`config.mk`:
```
export PLATFORM = sky130hd
export DESIGN_NAME = switch_bank
export DESIGN_NICKNAME = d
export VERILOG_FILES = /design/src/rtl/switch_pkg.sv /design/src/rtl/switch_debounce.sv /design/src/rtl/switch_bank.sv
export SDC_FILE = /design/constraint.sdc
export NUM_CORES = 1
export LEC_CHECK = 0
export BUFFER_PORTS_ARGS = -buffer_cell sky130_fd_sc_hd__buf_4
export CORE_MARGIN = 3
export CORE_UTILIZATION = 30
export DETAILED_ROUTE_END_ITERATION = 12
export GPL_TIMING_DRIVEN = 0
export SETUP_SLACK_MARGIN = 0.3
export SLEW_MARGIN = 20
export SYNTH_ARGS = -nofsm -noshare
export SYNTH_HDL_FRONTEND = slang
export SYNTH_SLANG_ARGS = --single-unit
```
`constraint.sdc`:
```
create_clock -name switclk -period 16.5 [get_ports switclk]
set_input_delay 1.65 -clock switclk [delete_from_list [all_inputs] [get_ports switclk]]
set_output_delay 1.65 -clock switclk [all_outputs]
set_load 0.005 [all_outputs]
```
`src/rtl/switch_pkg.sv`:
```
// Shared sizing helpers and register-offset constants for the switch bank.
package switch_pkg;

    // Switch lanes start at halfword 0; the status halfword sits right after them.
    localparam int unsigned LANE_BASE = 0;

    function automatic int unsigned lane_count(input int unsigned sw_width,
                                               input int unsigned data_width);
        return (sw_width + data_width - 1) / data_width;
    endfunction

    function automatic int unsigned status_index(input int unsigned sw_width,
                                                 input int unsigned data_width);
        return LANE_BASE + lane_count(sw_width, data_width);
    endfunction

    function automatic int unsigned deb_cnt_width(input int unsigned cycles);
        return $clog2(cycles) + 1;
    endfunction

endpackage

```
`src/rtl/switch_debounce.sv`:
```
// One switch bit: 2-flop synchronizer, debounce counter and accepted (stable) bit.
// All state updates on the falling clock edge.
module switch_debounce
    import switch_pkg::*;
#(
    parameter int unsigned DEB_CYCLES = 20000
) (
    input  logic i_clk,
    input  logic i_rst,
    input  logic i_din,
    output logic o_stable,
    output logic o_change
);

    localparam int unsigned CNT_W = deb_cnt_width(DEB_CYCLES);
    localparam logic [CNT_W-1:0] TERM = CNT_W'(DEB_CYCLES - 1);

    logic             r_sync1;
    logic             r_sync2;
    logic             r_stable;
    logic [CNT_W-1:0] r_cnt;
    logic             w_stable_d;
    logic [CNT_W-1:0] w_cnt_d;
    logic             w_change;

    always_comb begin
        w_stable_d = r_stable;
        w_cnt_d    = r_cnt;
        w_change   = 1'b0;
        if (r_sync2 == r_stable) begin
            w_cnt_d = '0;
        end else if (r_cnt == TERM) begin
            w_stable_d = r_sync2;
            w_cnt_d    = '0;
            w_change   = 1'b1;
        end else begin
            w_cnt_d = r_cnt + 1'b1;
        end
    end

    always_ff @(negedge i_clk or posedge i_rst) begin
        if (i_rst) begin
            r_sync1  <= 1'b0;
            r_sync2  <= 1'b0;
            r_stable <= 1'b0;
            r_cnt    <= '0;
        end else begin
            r_sync1  <= i_din;
            r_sync2  <= r_sync1;
            r_stable <= w_stable_d;
            r_cnt    <= w_cnt_d;
        end
    end

    assign o_stable = r_stable;
    assign o_change = w_change;

endmodule

```
`src/rtl/switch_bank.sv`:
```
// Debounced board-switch bank with halfword CPU read port.
// Optional change-flag interrupt enabled by defining SWITCH_BANK_IRQ_EN.
module switch_bank
    import switch_pkg::*;
#(
    parameter int unsigned SW_WIDTH   = 24,
    parameter int unsigned DATA_WIDTH = 16,
    parameter int unsigned DEB_CYCLES = 20000,
    parameter int unsigned ADDR_WIDTH = 3
) (
    input  logic                  switclk,
    input  logic                  switchrst,
    input  logic                  switchctl,
    input  logic                  switchread,
    input  logic [ADDR_WIDTH-1:0] switchaddr,
    input  logic [SW_WIDTH-1:0]   switch_input,
    output logic [DATA_WIDTH-1:0] switchrdata,
    output logic                  switch_irq
);

    localparam int unsigned LANES    = lane_count(SW_WIDTH, DATA_WIDTH);
    localparam int unsigned STATUS_K = status_index(SW_WIDTH, DATA_WIDTH);
    localparam int unsigned PAD_W    = LANES * DATA_WIDTH;

    logic [SW_WIDTH-1:0]   w_stable;
    logic [SW_WIDTH-1:0]   w_change;
    logic [PAD_W-1:0]      w_pad;
    logic [ADDR_WIDTH-2:0] w_k;
    logic                  w_rd;
    logic                  w_status_rd;
    logic [DATA_WIDTH-1:0] w_status;
    logic [DATA_WIDTH-1:0] w_rdata_d;
    logic [DATA_WIDTH-1:0] r_rdata;

    for (genvar g = 0; g < SW_WIDTH; g++) begin : g_bit
        switch_debounce #(
            .DEB_CYCLES(DEB_CYCLES)
        ) u_deb (
            .i_clk   (switclk),
            .i_rst   (switchrst),
            .i_din   (switch_input[g]),
            .o_stable(w_stable[g]),
            .o_change(w_change[g])
        );
    end

    assign w_k         = switchaddr[ADDR_WIDTH-1:1];
    assign w_rd        = switchctl && switchread && !switchaddr[0];
    assign w_status_rd = w_rd && (int'(w_k) == int'(STATUS_K));

    always_comb begin
        w_pad               = '0;
        w_pad[SW_WIDTH-1:0] = w_stable;
    end

`ifdef SWITCH_BANK_IRQ_EN
    localparam int unsigned FLAG_PAD_W = (SW_WIDTH > DATA_WIDTH) ? SW_WIDTH : DATA_WIDTH;

    logic [SW_WIDTH-1:0]   r_flags;
    logic [FLAG_PAD_W-1:0] w_flags_pad;
    logic [FLAG_PAD_W-1:0] w_clr_pad;

    always_comb begin
        w_flags_pad               = '0;
        w_flags_pad[SW_WIDTH-1:0] = r_flags;
        w_clr_pad                 = '0;
        if (w_status_rd) begin
            w_clr_pad[DATA_WIDTH-1:0] = '1;
        end
    end

    // Only the readable low halfword of flags is cleared; a same-edge transition wins.
    always_ff @(negedge switclk or posedge switchrst) begin
        if (switchrst) begin
            r_flags <= '0;
        end else begin
            r_flags <= (r_flags & ~w_clr_pad[SW_WIDTH-1:0]) | w_change;
        end
    end

    assign w_status   = w_flags_pad[DATA_WIDTH-1:0];
    assign switch_irq = |r_flags;
`else
    assign w_status   = '0;
    assign switch_irq = 1'b0;
`endif

    always_comb begin
        w_rdata_d = r_rdata;
        if (w_rd) begin
            w_rdata_d = '0;
            for (int i = 0; i < int'(LANES); i++) begin
                if (int'(w_k) == i) begin
                    w_rdata_d = w_pad[i*DATA_WIDTH +: DATA_WIDTH];
                end
            end
            if (w_status_rd) begin
                w_rdata_d = w_status;
            end
        end
    end

    always_ff @(negedge switclk or posedge switchrst) begin
        if (switchrst) begin
            r_rdata <= '0;
        end else begin
            r_rdata <= w_rdata_d;
        end
    end

    assign switchrdata = r_rdata;

endmodule

```
-- Word level (Yosys, flattened, before mapping)
Cells that the tools add are included.
- register bits: 472
- bits of input ports: 31
- output and inout bits: 17
- word-level logic and storage cells: 275
- add/subtract/negate cells: 24
- equal/unequal tests: 50
- mux-type cells: 51
- bitwise operators: 24
- reductions and logical operators: 29
- operator list (operator ; count):
    2-to-1 mux 16 bit ; 51
    adder 16 x 1 -> 16 bit, second input constant ; 24
    == test 16 x 15 -> 1 bit, second input constant ; 24
    AND reduction 2 bit ; 24
    == test 1 bit ; 24
    NOT 1 bit ; 24
    == test 2 bit, second input constant ; 2
    logical AND 1 bit ; 3
    zero test 2 bit ; 1
    zero test 1 bit ; 1

-- Longest topological paths before layout
- depth after elaboration: 4
- mapped depth: 8
- mapped depth without buffers: 5

-- Hierarchy
Synthesis repeated with hierarchy kept, for this count alone.
- cell total of the unflattened synthesis: 2126
- area, all modules: 22280.1 µm²
- modules (own cells, without submodules) (module ; times used ; cells an instance ; area each (µm²) ; sequential area each (µm²)):
    switch_debounce at g_bit[0].u_deb ... ; 23 ; 86 ; 894.6 ; 475.5
    switch_debounce at g_bit[9].u_deb ; 1 ; 90 ; 912.1 ; 475.5
    switch_bank ; 1 ; 58 ; 792.0 ; 400.4

==> run_results.csv <==
group,metric,value,unit
finish,antenna_cells,0,
sta,hold_violations,0,
finish,final_nets,2292,
placement,port_buffers,44,
run_status,outcome,"complete, no violations",
critical_path,crit_type,"reg -> out",
critical_path,crit_arrival,9.43,ns
global_routing,use_met1,16.4,%
global_routing,grt_pass1_wl,74700,um
die,num_rows,98,
clock_tree,postCtsHoldBufs,0,
yosys,synthFlopType,"dfrtn_1",
clock_tree,clk_pin_slew,0.04,ns
critical_path,required,14.85,ns
drt,finalWirelength,42800,um
critical_path,cpPeakStageDelay,0.47,ns
pwr,p_int,1.92,mW
die,ios,48,
global_routing,grt_pass1_vias,15300,
global_routing,grt-ovfl-total,0,
drt,drtAntennaViolNets,0,
critical_path,crit_buf_inv,1,
pwr,p_sw_share,22.1,%
pwr,comb_power_share,3.8,%
pwr,seq_power_share,49.0,%
placement,routabilityCongestion,0.832,
sta,setup_ws,5.42,ns
placement,hpwlAfterDp,29900,um
yosys,synth_area_per_cell,10.3,um^2
pwr,power_switching,543,uW
pwr,ir_drop,0.0000727,V
yosys,syn_inst,2124,
placement,pre_cts_slack,4.87,ns
drt,wl_per_cell,13.3,um
critical_path,worstSetupEndpointType,"output port",
yosys,yosysUniqueCellTypes,46,
critical_path,worstSetupStartpointType,"register",
die,die_x,276,um
finish,syn2layout_area_growth,16.4,%
finish,drive_gt1_share,9.62,%
yosys,ys_seq_elements,472,
pwr,finalPower,2.46,mW
yosys,yosysSeqAreaShare,53.9,%
die,fp.dieArea,76300,um^2
clock_tree,post_cts_resized,0,
run,cap_viol_max_count,0,
clock_tree,cts_tree,"done",
global_routing,grtUsageMet2,17.1,%
global_routing,grt_usage,11.3,%
finish,final_cells,3226,
worst_hold_path,hold_path.class,"reg -> reg",
clock_tree,clk_latency,0.58,ns
yosys,async_flop_share,100,%
finish,final_util,35.5,%
drt,dr.first_iter.drc_count,764,
drt,vias,15300,
global_routing,grt_antenna_before_repair,0,
global_routing,grt_max_degree,35,
die,die_h,276,um
clock_tree,postCtsSetupRepairBufs,0,
pwr,p_leak,10.5,nW
critical_path,worstPathMaxFanout,2,
sta,worst_slew_pin_slew,1.05,ns
sta,fin_setup_tns,0,ns
global_routing,use_met3,1.94,%
clock_tree,numCtsBuffers,51,
drt,drc,0,
clock_tree,ctsHtreeMaxLevel,2,
yosys,synth.net_count,2179,
sta,rsz0062_at_grt,"false",
yosys,ys_warn_count,0,
sta,setup_viol,0,
placement,placed_cells_incl_taps,3134,
clock_tree,cts_sinks,472,
global_routing,grt_most_used_layer,"met2",
critical_path,slowest_stage,"dfrtn_1",
drt,avgViaCountPerCell,4.73,
sta,max-slew-margin-rel,30.2,%
critical_path,cpLargestDelayFamily,"flip-flops",
pwr,clkPwrFrac,47.2,%
clock_tree,root_buffer,"clkbuf_16",
die,coreArea,71900,um^2
sta,slew_violations,0,
yosys,synth-edff-count,0,
yosys,mappedNetlistArea,21900,um^2
sta,fin_skew,0.0166,ns
critical_path,crit_chain,"buf_4",
die,initial_core_util,30.5,%
pwr,power_density,96.4,nW/um^2
clock_tree,ctsLongestPathBuffers,3,
drt,dr.pass1.iters,5,
-- Yosys cell counts (7+ instances only) --
cell,count,share of area (%)
inv_1,55,0.94
o21ai_0,10,0.23
or3_1,10,0.29
clkbuf_1,35,0.60
ha_1,24,1.4
nand2b_2,9,0.36
nor3b_1,8,0.27
o31ai_1,28,0.96
nor3_1,57,1.3
mux2_1,7,0.36
buf_4,12,0.41
nor2_1,384,6.6
a21oi_1,23,0.53
xor2_1,137,5.5
or4_1,43,1.5
nor4bb_1,8,0.37
and4_1,56,2.2
and3_1,15,0.43
mux2_2,19,0.98
nor4b_1,10,0.40
or4b_1,10,0.46
dfrtn_1,472,54
mux2i_1,8,0.37
nand4_1,114,3.3
buf_2,11,0.25
xnor2_1,197,7.9
and2_1,10,0.29
nand3_1,113,2.6
or2_2,11,0.31
nand2_1,141,2.4
nor4_1,67,1.9
-- cells by family after synthesis --
logic type / share of synthesized area [%]
simple gates: 25.5
flops: 53.9
xor+xnor: 13.4
buf+inv: 2.31
compound gates: 1.75
mux: 1.77
fa+ha+maj: 1.37
other cells: 0.0171
-- layer usage --
layer | up-vias | wire length [um]
met5 | - | 0
met4 | 0 | 918
met3 | 57 | 1480
met2 | 167 | 18800
met1 | 7452 | 21600
li1 | 7593 | -
-- layout make-up --
| cell class | instances | area, um^2 |
|---|---|---|
| timing repair buffer | 60 | 666 |
| multi-input combinational | 1537 | 9590 |
| buffer | 60 | 299 |
| clock buffer | 77 | 1600 |
| clock inverter | 15 | 146 |
| tap | 950 | 1190 |
| inverter | 55 | 210 |
| fill | 7164 | 46400 |
| sequential | 472 | 11800 |
-- per-stage QoR --
step | hold slack (ns) | area [um^2]
5_1_grt | 0.299 | 25500
4_1_cts | 0.297 | 25500
6_report | 0.294 | 25500
3_5_place_dp | 0.296 | 23800
3_3_place_gp | 0.299 | 23400
2_1_floorplan | 0.292 | 21900
-- flip-flops by register name, indices dropped and copies added (netlist names) --
register              count
g_bit.u_deb.r_sync1      24
g_bit.u_deb.r_cnt       384
switchrdata              16
g_bit.u_deb.o_stable     24
g_bit.u_deb.r_sync2      24
-- final timing paths --
| check | from | to | slack [ns] | cells past startpoint |
|---|---|---|---|---|
| max reg2reg | g_bit[10].u_deb.r_cnt[0] | g_bit[10].u_deb.r_cnt[6] | 14.15 | 8 |
| max in group asynchronous | switchrst | g_bit[0].u_deb.o_stable | 5.87 | 7 |
| min reg2reg | g_bit[9].u_deb.r_sync1 | g_bit[9].u_deb.r_sync2 | 0.29 | 0 |
| max | switchrdata[4] | switchrdata[4] | 5.42 | 1 |
| min | g_bit[9].u_deb.r_sync1 | g_bit[9].u_deb.r_sync2 | 0.29 | 0 |
| min in group asynchronous | switchrst | g_bit[8].u_deb.r_sync1 | 9.19 | 2 |
-- cells in the final DEF (no fill, tap or decap), types with 7 or more instances in the layout --
master | netlist | routed
buf_4 | 12 | 56
mux2_1 | 7 | 7
dfrtn_1 | 472 | 472
o31ai_1 | 28 | 28
nand2b_2 | 9 | 9
nand2_1 | 141 | 141
clkinv_2 | 0 | 9
ha_1 | 24 | 24
inv_1 | 55 | 54
or4_1 | 43 | 43
and3_1 | 15 | 15
clkbuf_8 | 0 | 20
buf_12 | 0 | 14
or4b_1 | 10 | 10
nor4_1 | 67 | 67
nand4_1 | 114 | 114
xnor2_1 | 197 | 197
mux2_2 | 19 | 19
clkbuf_1 | 35 | 40
a21oi_1 | 23 | 23
xor2_1 | 137 | 137
buf_2 | 11 | 11
or3_1 | 10 | 10
nor4b_1 | 10 | 10
or2_2 | 11 | 11
nand3_1 | 113 | 113
nor3b_1 | 8 | 8
and2_1 | 10 | 10
o21ai_0 | 10 | 10
nor4bb_1 | 8 | 8
mux2i_1 | 8 | 8
and4_1 | 56 | 56
nor2_1 | 384 | 383
clkbuf_16 | 0 | 52
nor3_1 | 57 | 57
-- power groups by stage --
stage	combinational (mW)	sequential [mW]	clock (mW)
final	0.0942	1.20	1.16
after global routing	0.110	1.21	1.26
after CTS	0.0979	1.20	1.20
after detailed placement	0.0974	1.22	0
after global placement	0.0857	1.22	0
after floorplan	0.0620	1.22	0
Note: power is estimated with default switching activity, not from simulation.
